==> config.mk <==
export PLATFORM = sky130hd
export DESIGN_NAME = mem_port_arbiter8
export DESIGN_NICKNAME = d
export VERILOG_FILES = /design/src/rtl/mem_port_arbiter8.sv
export SDC_FILE = /design/constraint.sdc
export NUM_CORES = 1
export LEC_CHECK = 0
export ABC_AREA = 0
export CORE_UTILIZATION = 55
export CTS_CLUSTER_DIAMETER = 30
export DETAILED_ROUTE_END_ITERATION = 8
export GPL_TIMING_DRIVEN = 0
export PLACE_DENSITY = 0.75
export REMOVE_ABC_BUFFERS = 1
export SYNTH_ARGS = -nofsm -noshare
export SYNTH_HDL_FRONTEND = slang
export SYNTH_SLANG_ARGS = --single-unit
export TNS_END_PERCENT = 30
==> constraint.sdc <==
create_clock -name clk -period 3.9 [get_ports clk]
set_clock_uncertainty 0.05 [all_clocks]
set_input_delay 0.39 -clock clk [delete_from_list [all_inputs] [get_ports clk]]
set_output_delay 0.39 -clock clk [all_outputs]
set_load 0.03 [all_outputs]
==> src/rtl/mem_port_arbiter8.sv <==
// Round-robin arbiter/sequencer for one shared 8-input resource. It grants one requester
// at a time, holds the grant until completion, and a watchdog releases stalled grants.
module mem_port_arbiter8 #(
    parameter int TIMEOUT = 255,
    parameter int CW      = 8
) (
    input  logic       clk,
    input  logic       reset,
    input  logic [7:0] req,
    input  logic       resp,
    input  logic       err_clr,
    output logic [7:0] grant,
    output logic [2:0] sel,
    output logic       busy,
    output logic       timeout_err
);

    typedef enum logic {S_IDLE, S_BUSY} state_t;

    localparam logic [CW-1:0] CNT_LAST = CW'(TIMEOUT - 1);

    state_t        r_state, w_state_nxt;
    logic [7:0]    r_grant, w_grant_nxt;
    logic [2:0]    r_sel,   w_sel_nxt;
    logic [2:0]    r_ptr,   w_ptr_nxt;
    logic [CW-1:0] r_cnt,   w_cnt_nxt;
    logic          r_err,   w_err_nxt;

    logic [14:0]   w_req_dbl;
    logic [7:0]    w_req_rot;
    logic [2:0]    w_off;
    logic [2:0]    w_win;
    logic          w_timeout;
    logic          w_release;

    // Rotate req so bit 0 is the highest-priority requester; the winner is the
    // lowest set bit of the rotated vector, offset back by ptr (wrap is free in 3 bits).
    always_comb begin
        w_req_dbl = {req[6:0], req};
        w_req_rot = w_req_dbl[r_ptr +: 8];
        w_off     = 3'd0;
        for (int k = 7; k >= 0; k--) begin
            if (w_req_rot[k]) w_off = 3'(k);
        end
        w_win = r_ptr + w_off;
    end

    assign w_timeout = (r_cnt == CNT_LAST);
    assign w_release = resp | ~req[r_sel] | w_timeout;

    // NOTE: every variable gets its hold value first so no path through the case infers a latch.
    always_comb begin
        w_state_nxt = r_state;
        w_grant_nxt = r_grant;
        w_sel_nxt   = r_sel;
        w_ptr_nxt   = r_ptr;
        w_cnt_nxt   = r_cnt;
        w_err_nxt   = r_err & ~err_clr;
        case (r_state)
            S_IDLE: begin
                if (|req) begin
                    w_state_nxt = S_BUSY;
                    w_grant_nxt = 8'b1 << w_win;
                    w_sel_nxt   = w_win;
                    w_cnt_nxt   = '0;
                end
            end
            S_BUSY: begin
                if (w_release) begin
                    w_state_nxt = S_IDLE;
                    w_grant_nxt = 8'h00;
                    w_ptr_nxt   = r_sel + 3'd1;
                    // Completion and abort outrank the watchdog; a new timeout beats err_clr.
                    if (!resp && req[r_sel]) w_err_nxt = 1'b1;
                end else if (r_cnt != '1) begin
                    w_cnt_nxt = r_cnt + CW'(1);
                end
            end
            default: w_state_nxt = S_IDLE;
        endcase
    end

    // NOTE: state registers use non-blocking assignments so every flop samples pre-edge values.
    always_ff @(posedge clk or posedge reset) begin
        if (reset) begin
            r_state <= S_IDLE;
            r_grant <= 8'h00;
            r_sel   <= 3'd0;
            r_ptr   <= 3'd0;
            r_cnt   <= '0;
            r_err   <= 1'b0;
        end else begin
            r_state <= w_state_nxt;
            r_grant <= w_grant_nxt;
            r_sel   <= w_sel_nxt;
            r_ptr   <= w_ptr_nxt;
            r_cnt   <= w_cnt_nxt;
            r_err   <= w_err_nxt;
        end
    end

    assign grant       = r_grant;
    assign sel         = r_sel;
    assign busy        = (r_state == S_BUSY);
    assign timeout_err = r_err;

endmodule

==> impl_metrics.yaml, run 1 <==
finish:
  multiInputGateArea_um2: 1504
  n_antenna_cell: 0
  fin_util_pct: 63.72
  regArea_um2: 603.1
  syn2layout_area_growth_pct: 11.62
  layoutNonFillerInstCount: 295
  n_fill_cell: 338
  fin_nets: 263
  fin_area_um2: 2549
  drive_gt1_share_pct: 20.41
global_routing:
  met2_usage_pct: 36.10
  grt_max_degree: 25
  grt_util_met1_pct: 33.73
  antenna_found_initial: 0
  grt_overflow: 0
  grtUsageTotal_pct: 23.12
  busiest_layer: "met2"
  grt_pass1_vias: 1650
  grt_pass1_wl_mm: 7.879
  grt_use_met3_pct: 2.759
placed_design:
  gp_congestion: 0.8164
  portBuffers: 24
  dpl.hpwl_mm: 3.328
  dpl_cell_area_um2: 2435
  dp_cells: 291
cts:
  cts_buffers: 3
  cts.sinks: 24
  cts_root_buf: "clkbuf_8"
  cts.path.max_buffers: 2
  htree_levels: 1
  cts_tree: "yes"
  clkTransAtPathRegs_ns: 0.09
  clock_latency_ns: 0.27
setup_path:
  regToRegStartpoint: "r_ptr[1]"
  end_kind: "flip-flop"
  reg2reg_to: "grant[0]"
  path_class: "in2reg"
  crit_fanout: 10
  reg2reg_depth: 11
  crit_required_ns: 4.05
  cp-start-kind: "input port"
  r2r_slack_ns: 0.34
  crit_arrival_ns: 3.76
synthesis:
  mappedNetlistArea_um2: 2283
  synth_area_leaders: "dfrtp_1, mux4_2, nand2_1"
  async_flop_share_pct: 100.0
  yosys_warnings: 0
  synth-edff-count: 0
  syn_inst: 241
  ys.flop_type: "dfrtp_1"
  syn_avg_cell_area_um2: 9.475
  seq_area_frac_synth_pct: 26.30
  yosysTopAreaCell: "dfrtp_1"
  synth_cell_types: 54
  synth.most_common_cell: "nand2_1"
  yosysTopAreaCellShare_pct: 26.30
  ys_seq_elements: 24
  synthTopCellsByCount: "nand2_1, dfrtp_1, nor2_1"
die:
  core-area_um2: 4000
  start_util_pct: 57.08
  ioPinCount: 25
  dieHeight_um: 66.44
  die_w_um: 66.44
  dieArea_um2: 4414
  row_count: 23
sta:
  worst_pin_slew_ns: 1.180
  setup_violations: 0
  rsz0062_at_grt: "no"
  maxSlewViolCount: 0
  max_freq_mhz: 276.7
  finalHoldViolCount: 0
  tns_ns: 0
  finalCriticalPeriod_ns: 3.614
  maxSlewHeadroom_pct: 20.28
  fin_crit_sh_pct: 92.66
route:
  routed_wl_mm: 4.766
  drt_pass1_iterations: 8
  post_drt_via_cell_ratio: 6.478
  drtIter0Drc: 138
  num_vias: 1911
  antenna_left: 0
  post_drt_wl_per_cell_um: 16.16
  drcViolationCount: 2
status:
  status: "complete, but fails checks"
  failed_checks: "DRC"
worst_hold_path:
  hold_path_depth: 2
  hold_path_class: "reg2reg"
  hold_end: "grant[2]"
  hp-start: "grant[2]"
power_and_ir_drop:
  ir_drop_uv: 557.5
  fin_total_pwr_w: 0.002089
  pwr_density_cell_nw_per_um2: 819.5
  p_leak_nw: 1.065
flow_run:
  maxCapViolCount: 0
-- routing by layer --
metal / vias up / part of all wire [%]
li1: 919 / -
met1: 934 / 47
met2: 53 / 47
met3: 5 / 4.3
met4: 0 / 1.0
met5: - / 0
-- metrics by stage --
step | setup slack (ns) | hold slack, ns
2_1_floorplan | 0.4363 | 0.3546
3_3_place_gp | -0.2985 | 0.4286
3_5_place_dp | -0.3246 | 0.4214
4_1_cts | 0.04969 | 0.4467
5_1_grt | 0.01682 | 0.4743
6_report | 0.2862 | 0.4432
-- layout by cell type (no fill, tap or decap), drive strengths merged, types with 3 or more instances in the layout --
master         count
mux2i              6
clkdlybuf4s50     21
a211oi             3
ha                 4
a21oi             13
dlymetal6s2s       3
dfrtp             24
o211ai             9
mux2               5
nor3               7
nand2             30
nand4              5
o2111ai            9
and4               4
nor4               5
clkbuf             3
nand3              3
nor2              18
o21ai              6
inv               16
mux4              15
-- critical path, cell delays in order --
cell and delay, ns:
clkdlybuf4s50_1 0.57, mux4_2 0.53, nor2b_1 0.14, nor3_1 0.23
a21oi_1 0.08, o31ai_1 0.26, ha_1 0.20, inv_1 0.05
fa_2 0.63, inv_1 0.12, nor4_1 0.27, o2111ai_1 0.17
o211ai_2 0.10
-- power breakdown --
group          leakage (nW)  total (W)  internal (W)  switching, W
logic                 0.717    0.00137      0.000594      0.000780
clock network        0.0357   0.000221      0.000137     0.0000838
registers             0.313   0.000494      0.000316      0.000179
total                  1.07    0.00209       0.00105       0.00104
-- worst max-delay path by stage --
stage / endpoint / startpoint
after global routing: grant[0] / req[2]
after CTS: grant[5] / req[0]
after detailed placement: grant[1] / req[5]
final: grant[0] / req[2]
after global placement: grant[3] / req[7]
after floorplan: grant[1] / r_ptr[0]
-- cells by family after synthesis --
logic type,count (synthesis),synth area share (%)
AO/OA/AOI/OAI,59,21.81
XOR/XNOR,3,1.151
adder cells (fa/ha/maj),5,3.069
buffers and inverters,40,9.260
flip-flops,24,26.30
multiplexers,26,20.05
AND/OR/NAND/NOR,84,18.36
-- sequential cells by signal (all words and copies together), names as in the netlist --
register,count
busy,1
r_cnt,8
timeout_err,1
sel,3
r_ptr,3
grant,8
-- layout make-up --
type | instances | area share [%]
clock inverter | 1 | 1.178
multi-input combinational | 177 | 59.01
clock buffer | 3 | 1.620
sequential | 24 | 23.66
tap | 50 | 2.455
timing repair buffer | 24 | 9.720
inverter | 16 | 2.356
-- what timing repair did --
item,in CTS,in global routing
endpoints found under the setup margin,8,8
gates resized for setup,3,7
setup buffers,0,0
hold buffers,0,0
hold endpoints to repair,0,0
(Power assumes the default switching activity.)
==> run 2, diff against run 1 <==
Settings changed: ABC_AREA 0 to not set, CORE_UTILIZATION 55 to 57, PLACE_DENSITY 0.75 to 0.78.
==> run 2 against run 1 <==
  * The flow now finishes without violations
  * First-iteration DRC count fell by 5.1%
  * Clock-buffer cell count did not move
  * Sequential power barely moved
  * Power fell by 0.45%
  * Hold slack improved by 0.0046 ns
  * Global-route usage rose by 3.2 points
  * Wire length rose by 7.3%
  * Final cell count fell by 0.68%
  * Non-clock buffer count did not move
  * Core utilization rose by 3.9 points
  * Critical path type unchanged
  * Largest power group unchanged
==> impl_metrics.yaml, run 2 (synthesis gave the netlist of run 1 again) <==
finish:
  fin_area_um2: 2531
  fin_nets: 263
  n_fill_cell: 316
  final_cell_mix: "nand2_1, dfrtp_1, clkdlybuf4s50_1"
  layoutNonFillerInstCount: 293
  drive_gt1_share_pct: 20.41
  syn2layout_area_growth_pct: 10.85
  mostFrequentLayoutCell: "nand2_1"
  n_antenna_cell: 0
placed_design:
  portBuffers: 24
  gp_congestion: 0.8153
  dp_cells: 289
  dpl_cell_area_um2: 2432
  dpl.hpwl_mm: 3.503
  dp_slack_ns: -0.3844
cts:
  cts.sinks: 24
  clkTransAtPathRegs_ns: 0.09
  htree_levels: 1
  cts_buffers: 3
  postCtsSetupBuffers: 0
  cts_root_buf: "clkbuf_8"
  clock_latency_ns: 0.27
  cts.path.max_buffers: 2
  cts_tree: "yes"
route:
  drt_pass1_iterations: 4
  post_drt_via_cell_ratio: 6.577
  drcViolationCount: 0
  routed_wl_mm: 5.115
  post_drt_wl_per_cell_um: 17.46
  num_vias: 1927
  drtIter0Drc: 131
  antenna_left: 0
worst_hold_path:
  hp-start: "grant[2]"
  hold_path_depth: 2
  hold_path_class: "reg2reg"
  hold_end: "grant[2]"
power_and_ir_drop:
  pwr_density_cell_nw_per_um2: 821.5
  p_leak_nw: 1.055
  ir_drop_uv: 524.3
setup_path:
  reg2reg_to: "grant[5]"
  path_class: "in2reg"
  end_kind: "flip-flop"
  crit_arrival_ns: 3.87
  crit_path_start: "req[0]"
  reg2reg_depth: 12
  cp-start-kind: "input port"
  crit_required_ns: 4.05
  crit_fanout: 11
  regToRegStartpoint: "r_ptr[0]"
  r2r_slack_ns: 0.26
global_routing:
  grtUsageTotal_pct: 26.29
  grt_overflow: 0
  grt_pass1_vias: 1823
  grt_pass1_wl_mm: 8.645
  grt_max_degree: 25
  antenna_found_initial: 0
die:
  core-area_um2: 3744
  start_util_pct: 61.00
  dieHeight_um: 65.30
  ioPinCount: 25
  die_w_um: 65.30
  row_count: 22
  dieArea_um2: 4263
sta:
  fin_crit_sh_pct: 95.47
  maxSlewHeadroom_pct: 16.30
  max_freq_mhz: 268.6
  rsz0062_at_grt: "no"
  fin_ws_ns: 0.1766
  finalHoldViolCount: 0
  worst_pin_slew_ns: 1.239
  setup_violations: 0
  maxSlewViolCount: 0
  finalCriticalPeriod_ns: 3.723
  finalHoldWorstSlack_ns: 0.4478
flow_run:
  maxCapViolCount: 0
status:
  status: "finished clean"
-- run 2: cell count changes in the layout (fill, tap and decap cells not counted) --
cell / previous run / this run
clkdlybuf4s50_1: 21 / 22
xor2_2: 1 / 0
xnor2_2: 0 / 1
xnor2_4: 1 / 0
dlymetal6s2s_1: 3 / 2
o31ai_2: 1 / 2
xor2_1: 1 / 2
a2111oi_1: 0 / 1
o31ai_1: 1 / 0
a2111oi_0: 1 / 0
-- run 2: worst max-delay path by stage --
stage,end,slack (ns),cells past startpoint
after floorplan,grant[1],0.44,12
after global placement,grant[1],-0.39,13
after detailed placement,grant[1],-0.38,13
after CTS,grant[5],0.06,13
after global routing,grant[4],0.01,13
final,grant[5],0.18,11
-- run 2: timing repair --
item / in CTS / in global routing
hold buffers: 0 / 0
endpoints found under the setup margin: 9 / 9
gates resized for setup: 3 / 6
hold endpoints to repair: 0 / 0
-- run 2: critical path, stage by stage --
cell and delay, ns:
clkdlybuf4s50_1 0.71, nor2_1 0.18, mux4_2 0.50, mux2i_2 0.51
nor2b_1 0.10, o21ai_1 0.22, fa_2 0.28, xor2_1 0.48
and4_1 0.26, o2111ai_1 0.14, o211ai_2 0.09
-- run 2: metal layers --
layer / track usage (%) / up-vias / share of wire (%)
met5: 0 / - / 0
met4: 7.609 / 0 / 0.88
met3: 2.604 / 8 / 5.5
met2: 40.98 / 52 / 48
met1: 38.57 / 943 / 46
li1: - / 924 / -
-- run 2: cell type report --
cell class                      instances  area (µm²)  share of cell area, %
Sequential cell                        24       603.1                  23.83
Clock buffer                            3       41.29                  1.631
Timing Repair Buffer                   24       245.2                  9.689
Tap cell                               48       60.06                  2.373
Multi-Input combinational cell        177        1491                  58.92
Inverter                               16       60.06                  2.373
Clock inverter                          1       30.03                  1.186
-- run 2: where the power goes --
| group | internal [W] | leakage (nW) | total (W) | switching (W) |
|---|---|---|---|---|
| Clock | 0.000137 | 0.0357 | 0.000224 | 0.0000863 |
| Sequential | 0.000316 | 0.313 | 0.000491 | 0.000175 |
| Combinational | 0.000578 | 0.707 | 0.00136 | 0.000787 |
-- run 2: metrics by stage --
stage / setup TNS (ns) / total power [W] / utilization [%]
finish: 0 / 0.002079 / 67.61
global route: 0 / 0.002229 / 67.61
CTS: 0 / 0.002033 / 67.15
detailed placement: -2.180 / 0.001784 / 64.97
global placement: -2.348 / 0.001760 / 64.97
floorplan: 0 / 0.001459 / -
